--- src/rtl/router_pkt_tx_if.sv ---
// Purpose : bundles the command, payload stream and router-side pins of router_pkt_tx.
// Latency : none (signal bundle only).
// Backpressure: pld_ready throttles the payload stream; busy from the router stalls the output.
//
// Signals:
//   start, dest_addr, pld_len     send command (sampled only while tx_ready=1)
//   pld_data, pld_valid/pld_ready payload byte stream into the packet buffer
//   busy                          router busy; a byte is consumed at an edge with busy=0
//   data_out, pkt_valid           to router data_in / pkt_valid
//   tx_ready, tx_done, cmd_err    status: idle, packet complete pulse, illegal command pulse
//   inj_err                       only with ROUTER_TX_ERR_INJ_EN: corrupt this packet's parity
// Modports: master = host/router environment, slave = router_pkt_tx.
interface router_pkt_tx_if #(
  parameter int DATA_W = 8
);
  logic              start;
  logic [1:0]        dest_addr;
  logic [5:0]        pld_len;
  logic [DATA_W-1:0] pld_data;
  logic              pld_valid;
  logic              pld_ready;
  logic              busy;
  logic [DATA_W-1:0] data_out;
  logic              pkt_valid;
  logic              tx_ready;
  logic              tx_done;
  logic              cmd_err;
`ifdef ROUTER_TX_ERR_INJ_EN
  logic              inj_err;

  modport master (
    output start, dest_addr, pld_len, pld_data, pld_valid, busy, inj_err,
    input  pld_ready, data_out, pkt_valid, tx_ready, tx_done, cmd_err
  );

  modport slave (
    input  start, dest_addr, pld_len, pld_data, pld_valid, busy, inj_err,
    output pld_ready, data_out, pkt_valid, tx_ready, tx_done, cmd_err
  );
`else
  modport master (
    output start, dest_addr, pld_len, pld_data, pld_valid, busy,
    input  pld_ready, data_out, pkt_valid, tx_ready, tx_done, cmd_err
  );

  modport slave (
    input  start, dest_addr, pld_len, pld_data, pld_valid, busy,
    output pld_ready, data_out, pkt_valid, tx_ready, tx_done, cmd_err
  );
`endif
endinterface

--- src/rtl/router_pkt_tx.sv ---
// Purpose : store-and-forward packet source for a 1x3 router input port (header, payload, parity).
// Latency : header appears 1 cycle after the last payload beat; len+2 cycles on the wire, then IFG idle cycles.
// Backpressure: busy=1 freezes every output; pld_ready is high only while the packet is being loaded.
//
// Ports:
//   clock_i   single clock, all logic on posedge
//   resetn_i  asynchronous active-low reset; aborts any packet in flight
//   tx_if     router_pkt_tx_if.slave (command, payload stream, router pins, status)
// Optional feature: define ROUTER_TX_ERR_INJ_EN to add tx_if.inj_err, which flips bit 0
// of the transmitted parity byte for the packet it was latched with.
module router_pkt_tx #(
  parameter int DATA_W  = 8,
  parameter int MAX_LEN = 63,
  parameter int IFG     = 2
) (
  input logic          clock_i,
  input logic          resetn_i,
  router_pkt_tx_if.slave tx_if
);

  localparam int GAP_W = (IFG > 1) ? $clog2(IFG) : 1;

  typedef enum logic [2:0] {
    S_IDLE,
    S_LOAD,
    S_HEADER,
    S_PAYLOAD,
    S_PARITY,
    S_GAP
  } state_e;

  state_e            state_q, state_d;
  logic [1:0]        addr_q,  addr_d;
  logic [5:0]        len_q,   len_d;
  logic [5:0]        cnt_q,   cnt_d;
  logic [DATA_W-1:0] par_q,   par_d;
  logic [GAP_W-1:0]  gap_q,   gap_d;
  logic              done_q,  done_d;
  logic              err_q,   err_d;
  logic              mem_we;
  logic [DATA_W-1:0] par_out;
  logic [5:0]        last_idx;

  // Payload buffer; contents are don't-care after reset so it carries no reset.
  logic [DATA_W-1:0] mem_q [MAX_LEN];

  // Header byte layout: length in the upper bits, destination in the lower two.
  function automatic logic [DATA_W-1:0] mk_hdr(input logic [5:0] len, input logic [1:0] addr);
    return DATA_W'({len, addr});
  endfunction

  assign last_idx = len_q - 6'd1;

`ifdef ROUTER_TX_ERR_INJ_EN
  logic inj_q, inj_d;
  assign par_out = par_q ^ DATA_W'(inj_q);
`else
  assign par_out = par_q;
`endif

  // ---------------------------------------------------------------------------
  // State register
  // ---------------------------------------------------------------------------
  always_ff @(posedge clock_i or negedge resetn_i) begin
    if (!resetn_i) begin
      state_q <= S_IDLE;
      addr_q  <= '0;
      len_q   <= '0;
      cnt_q   <= '0;
      par_q   <= '0;
      gap_q   <= '0;
      done_q  <= 1'b0;
      err_q   <= 1'b0;
`ifdef ROUTER_TX_ERR_INJ_EN
      inj_q   <= 1'b0;
`endif
    end else begin
      state_q <= state_d;
      addr_q  <= addr_d;
      len_q   <= len_d;
      cnt_q   <= cnt_d;
      par_q   <= par_d;
      gap_q   <= gap_d;
      done_q  <= done_d;
      err_q   <= err_d;
`ifdef ROUTER_TX_ERR_INJ_EN
      inj_q   <= inj_d;
`endif
    end
  end

  always_ff @(posedge clock_i) begin
    if (mem_we) begin
      mem_q[cnt_q] <= tx_if.pld_data;
    end
  end

  // ---------------------------------------------------------------------------
  // Next-state logic
  // ---------------------------------------------------------------------------
  always_comb begin
    state_d = state_q;
    addr_d  = addr_q;
    len_d   = len_q;
    cnt_d   = cnt_q;
    par_d   = par_q;
    gap_d   = gap_q;
    done_d  = 1'b0;
    err_d   = 1'b0;
    mem_we  = 1'b0;
`ifdef ROUTER_TX_ERR_INJ_EN
    inj_d   = inj_q;
`endif

    case (state_q)
      S_IDLE: begin
        if (tx_if.start) begin
          if ((tx_if.dest_addr != 2'd3) && (tx_if.pld_len != 6'd0)) begin
            addr_d  = tx_if.dest_addr;
            len_d   = tx_if.pld_len;
            par_d   = mk_hdr(tx_if.pld_len, tx_if.dest_addr);
            cnt_d   = '0;
            state_d = S_LOAD;
`ifdef ROUTER_TX_ERR_INJ_EN
            inj_d   = tx_if.inj_err;
`endif
          end else begin
            err_d = 1'b1;
          end
        end
      end

      S_LOAD: begin
        if (tx_if.pld_valid) begin
          mem_we = 1'b1;
          par_d  = par_q ^ tx_if.pld_data;
          if (cnt_q == last_idx) begin
            cnt_d   = '0;
            state_d = S_HEADER;
          end else begin
            cnt_d = cnt_q + 6'd1;
          end
        end
      end

      S_HEADER: begin
        if (!tx_if.busy) begin
          state_d = S_PAYLOAD;
        end
      end

      S_PAYLOAD: begin
        if (!tx_if.busy) begin
          if (cnt_q == last_idx) begin
            cnt_d   = '0;
            state_d = S_PARITY;
          end else begin
            cnt_d = cnt_q + 6'd1;
          end
        end
      end

      S_PARITY: begin
        if (!tx_if.busy) begin
          gap_d   = '0;
          state_d = S_GAP;
        end
      end

      S_GAP: begin
        // The gap is not stalled by busy: the router has nothing to consume here.
        if (gap_q == GAP_W'(IFG - 1)) begin
          gap_d   = '0;
          done_d  = 1'b1;
          state_d = S_IDLE;
        end else begin
          gap_d = gap_q + GAP_W'(1);
        end
      end

      default: begin
        state_d = S_IDLE;
      end
    endcase
  end

  // ---------------------------------------------------------------------------
  // Outputs: decoded from registered state only, so busy never reaches them
  // combinationally and they hold naturally while the FSM is stalled.
  // ---------------------------------------------------------------------------
  always_comb begin
    tx_if.pld_ready = (state_q == S_LOAD);
    tx_if.tx_ready  = (state_q == S_IDLE);
    tx_if.pkt_valid = (state_q == S_HEADER) || (state_q == S_PAYLOAD);
    tx_if.tx_done   = done_q;
    tx_if.cmd_err   = err_q;
    tx_if.data_out  = '0;
    case (state_q)
      S_HEADER:  tx_if.data_out = mk_hdr(len_q, addr_q);
      S_PAYLOAD: tx_if.data_out = mem_q[cnt_q];
      S_PARITY:  tx_if.data_out = par_out;
      default:   tx_if.data_out = '0;
    endcase
  end

endmodule

--- src/flat_wrapper.sv ---
// flat-port wrapper written by rule: the top's interface ports become plain ports
module router_pkt_tx_flat 
#(
  parameter int DATA_W  = 8,
  parameter int MAX_LEN = 63,
  parameter int IFG     = 2
)
  (clock_i, resetn_i, tx_if_start, tx_if_dest_addr, tx_if_pld_len, tx_if_pld_data, tx_if_pld_valid, tx_if_busy, tx_if_pld_ready, tx_if_data_out, tx_if_pkt_valid, tx_if_tx_ready, tx_if_tx_done, tx_if_cmd_err);
  router_pkt_tx_if #(.DATA_W(DATA_W)) tx_if_i ();
  input logic clock_i;
  input logic resetn_i;
  input wire logic [$bits(tx_if_i.start)-1:0] tx_if_start;
  input wire logic [$bits(tx_if_i.dest_addr)-1:0] tx_if_dest_addr;
  input wire logic [$bits(tx_if_i.pld_len)-1:0] tx_if_pld_len;
  input wire logic [$bits(tx_if_i.pld_data)-1:0] tx_if_pld_data;
  input wire logic [$bits(tx_if_i.pld_valid)-1:0] tx_if_pld_valid;
  input wire logic [$bits(tx_if_i.busy)-1:0] tx_if_busy;
  output wire logic [$bits(tx_if_i.pld_ready)-1:0] tx_if_pld_ready;
  output wire logic [$bits(tx_if_i.data_out)-1:0] tx_if_data_out;
  output wire logic [$bits(tx_if_i.pkt_valid)-1:0] tx_if_pkt_valid;
  output wire logic [$bits(tx_if_i.tx_ready)-1:0] tx_if_tx_ready;
  output wire logic [$bits(tx_if_i.tx_done)-1:0] tx_if_tx_done;
  output wire logic [$bits(tx_if_i.cmd_err)-1:0] tx_if_cmd_err;
  assign tx_if_i.start = tx_if_start;
  assign tx_if_i.dest_addr = tx_if_dest_addr;
  assign tx_if_i.pld_len = tx_if_pld_len;
  assign tx_if_i.pld_data = tx_if_pld_data;
  assign tx_if_i.pld_valid = tx_if_pld_valid;
  assign tx_if_i.busy = tx_if_busy;
  assign tx_if_pld_ready = tx_if_i.pld_ready;
  assign tx_if_data_out = tx_if_i.data_out;
  assign tx_if_pkt_valid = tx_if_i.pkt_valid;
  assign tx_if_tx_ready = tx_if_i.tx_ready;
  assign tx_if_tx_done = tx_if_i.tx_done;
  assign tx_if_cmd_err = tx_if_i.cmd_err;
  router_pkt_tx #(.DATA_W(DATA_W), .MAX_LEN(MAX_LEN), .IFG(IFG)) u_core (.clock_i(clock_i), .resetn_i(resetn_i), .tx_if(tx_if_i));
endmodule
--- config.mk ---
export PLATFORM = sky130hd
export DESIGN_NAME = router_pkt_tx_flat
export DESIGN_NICKNAME = d
export VERILOG_FILES = /design/src/rtl/router_pkt_tx_if.sv /design/src/rtl/router_pkt_tx.sv /design/src/flat_wrapper.sv
export SDC_FILE = /design/constraint.sdc
export NUM_CORES = 1
export LEC_CHECK = 0
export CORE_ASPECT_RATIO = 1.75
export CORE_UTILIZATION = 53
export CTS_BUF_LIST = sky130_fd_sc_hd__clkbuf_8
export DETAILED_ROUTE_END_ITERATION = 8
export PLACE_DENSITY = 0.69
export SYNTH_ARGS = -nofsm -noshare
export SYNTH_HDL_FRONTEND = slang
export SYNTH_SLANG_ARGS = --single-unit
--- constraint.sdc ---
create_clock -name clock_i -period 2.9 [get_ports clock_i]
set_input_delay 0.435 -clock clock_i [delete_from_list [all_inputs] [get_ports clock_i]]
set_output_delay 0.435 -clock clock_i [all_outputs]
set_load 0.02 [all_outputs]
==> results.md <==
- Outcome: finished with violations
- Failing checks: negative setup slack
- CP startpoint kind: flop
- Worst vdd ir: 0.641 mV
- WL met3: 4000 µm
- Post-place setup slack: -0.519 ns
- # nets final: 1624
- Post-Route WL: 57100 µm
- R2r worst-path depth: 7
- Post-route DRC: 0
- Most frequent cell after synthesis: edfxtp_1
- Asr flop ratio synth: 0.0526
- Number of flops mapped to enable cells by yosys: 504
- Routed wl met2: 29700 µm
- Worst reg2reg setup slack: 0.14 ns
- 1st-iter DRT viols: 1383
- Leakage: 8.80 nW
- Simple-gate share of the synthesized area: 0.0515
- Fmax: 284 MHz
- Initial antenna violation count: 1
- Die area: 41200 µm²
- Port-buffer cells: 33
- Synth top cells by count: 504 x edfxtp_1, 103 x nor2_1, 96 x a22oi_1
- FF+latch count, synth: 532
- Final setup margin: -0.621 ns
- Hold Fails Final Rpt: 0
- Total grt overflow: 0
- Area share of the leading cell type in the synthesized netlist: 0.708
- Sequential element share of the synthesized area: 0.741
- M1 WL: 20000 µm
- Worst-path cell chain: buf_12 > nor2b_4 > buf_12 > buf_8 > a22oi_2 > a21oi_2 > o21ai_2 > buf_4 > nand4_1 > o32a_1 > buf_6
- Post-synthesis xor/xnor area fraction: 0.00287
- Largest net degree at the start of global routing: 66
- Total power: 23.9 mW
- IO Count: 34
- Critical path peak fanout: 28
- Final Skew: 0.0269 ns
- Final core utilization: 0.646
- Area grow syn2layout: 20.6%
- RSZ-0062 raised after global routing: yes
- DIE HEIGHT: 268 µm
- Final ANT Viol Nets: 0
- Die width: 154 µm
- CP arrival: 3.09 ns
- Via density per instance: 6.30
- 1st-pass router iterations: 7
- RR Startpoint: u_core.cnt_q[1]$_DFFE_PN0P_
- Post-layout min period: 3.52 ns
- Net count after synthesis: 1365
- First-pass GRT wire length: 84300 µm
- Setup Crit Path Kind: reg -> out
- Layout cells sized above 1: 0.269
- Mux contribution to synthesized area: 0.0675
- Worst-path clk slew: 0.07 ns
- Critical path required time: 2.47 ns
- Worst stage delay on the critical path: 0.51 ns
- Vias in the first global route: 13800
- Mapped Cells: 1342
- Cell Rows: 97
- Post-synth top flop: edfxtp_1
- Largest cells by area after synthesis: edfxtp_1 71%, mux2i_1 4.2%, a22oi_1 3.4%
- TritonCTS Buffers: 72
- CTS max path bufs: 3
- Worst slew pin tran: 0.859 ns
- Hold-fix buffers, CTS: 0
- Max stage delay cell, worst path: dfrtp_4
- Synth Area in Compound Gates: 0.113
- Max-Cap Viols: 0
- Clock Latency Late Sink: 0.64 ns
- RePlAce Congestion: 0.917
- Top sig layer: met4
- Largest family of logic cells by synthesized area: compound AO/OA/AOI/OAI gates
- Setup_tns: -4.26 ns
- Total GRT Usage: 0.284
- Most frequent CP cell: buf_12
- Cell area power density: 929 nW/µm²
- Biggest area consumer among synthesized cells: edfxtp_1
- Unique masters post-synth: 63
- Worst reg2reg path endpoint: u_core.mem_q[4][7]$_DFFE_PP_
- Core Footprint: 39900 µm²
- Hold Slack: 0.183 ns
- Vias: 13600
- Worst Hold Class: in -> async
- Finish-stage setup viols: 8
- Wire per inst: 26.5 µm
- Initial core utilization: 0.535
- Period utilisation layout: 1.21
- CTS root buf: clkbuf_8
- Nature of the critical path endpoint: output pin
- Synth Area in Adders: 0.00117
- Clk sinks: 532
- H-tree Lvls: 3
- Slew HR: 0.427
- Final-report max-slew violation count: 0
- Post-Syn Area: 21400 µm²
- CTS tree: done
- Yosys warning count: 0
- Mean Syn Cell Area: 15.9 µm²
- DPL Wire Length: 38300 µm
[metrics by stage]
stage	instance area, µm²	cells
after floorplan	21400	1342
after global placement	23900	2013
after detailed placement	23900	2013
after CTS	25700	2151
after global routing	25800	2152
final	25800	2152
[how the worst max path moves through the flow]
stage,slack [ns],cells after the start,startpoint,end
final,-0.62,11,u_core.cnt_q[0]$_DFFE_PN0P_,tx_if_data_out[7]
after detailed placement,-0.52,10,u_core.cnt_q[1]$_DFFE_PN0P_,tx_if_data_out[6]
after floorplan,0.48,9,u_core.cnt_q[0]$_DFFE_PN0P_,tx_if_data_out[0]
after CTS,-0.61,11,u_core.cnt_q[0]$_DFFE_PN0P_,tx_if_data_out[7]
after global routing,-0.67,9,u_core.cnt_q[0]$_DFFE_PN0P_,tx_if_data_out[3]
after global placement,-0.49,10,u_core.cnt_q[1]$_DFFE_PN0P_,tx_if_data_out[6]
[placed cells by master (no fill, tap or decap), types with 25 or more instances in the layout]
master	count
clkbuf_8	74
nand2_1	29
buf_12	25
nor2_1	101
mux2i_1	89
buf_4	210
edfxtp_1	504
a22oi_1	86
o22ai_1	42
o21ai_1	26
a21oi_1	61
[area by class of cell]
type	instances	area, µm²
Sequential cell	532	15800
Inverter	5	18.8
Clock inverter	55	432
Timing Repair Buffer	278	2510
Fill cell	2748	14100
Clock buffer	74	1020
Multi-Input combinational cell	712	5330
Antenna cell	1	2.50
Tap cell	495	619
[state kept, by name, summed over array words and instances (netlist names)]
signal and count:
u_core.mem_q 504, u_core.par_out 8, u_core.cnt_q 6, u_core.len_q 6
u_core.state_q 3, u_core.addr_q 2, u_core.gap_q 1, u_core.tx_if.cmd_err 1
u_core.tx_if.tx_done 1
[critical path, delay by kind of cell, from the launching register on]
| family | cells | cell delay, ns |
|---|---|---|
| AO/OA/AOI/OAI | 4 | 0.89 |
| flip-flops | 1 | 0.51 |
| buffers and inverters | 5 | 0.76 |
| AND/OR/NAND/NOR | 2 | 0.29 |
[where the power goes]
group	internal (mW)	leakage (nW)	switching (mW)
registers	8.64	4.86	0.248
logic	4.12	3.14	5.17
clock network	3.03	0.787	2.74
[what timing repair did]
| action | in CTS | in global routing |
|---|---|---|
| pin swaps | 22 | 6 |
| buffers inserted | 9 | 0 |
| endpoints found under the setup margin | 9 | 29 |
| cloned | 1 | 0 |
| resized for setup | 102 | 25 |
[cells by family (layout without fill, tap and decap cells)]
group           after synthesis  after routing
flops                       532            532
compound gates              357            357
simple gates                228            228
mux                         118            118
buf+inv                      98            412
xor+xnor                      7              7
fa+ha+maj                     2              2
other cells                   0              1
[metal layers]
metal | track usage | up-vias
met4 | 0.170 | 0
li1 | - | 5926
met1 | 0.319 | 6799
met3 | 0.0531 | 182
met5 | 0 | -
met2 | 0.501 | 647
(Power assumes the default switching activity.)
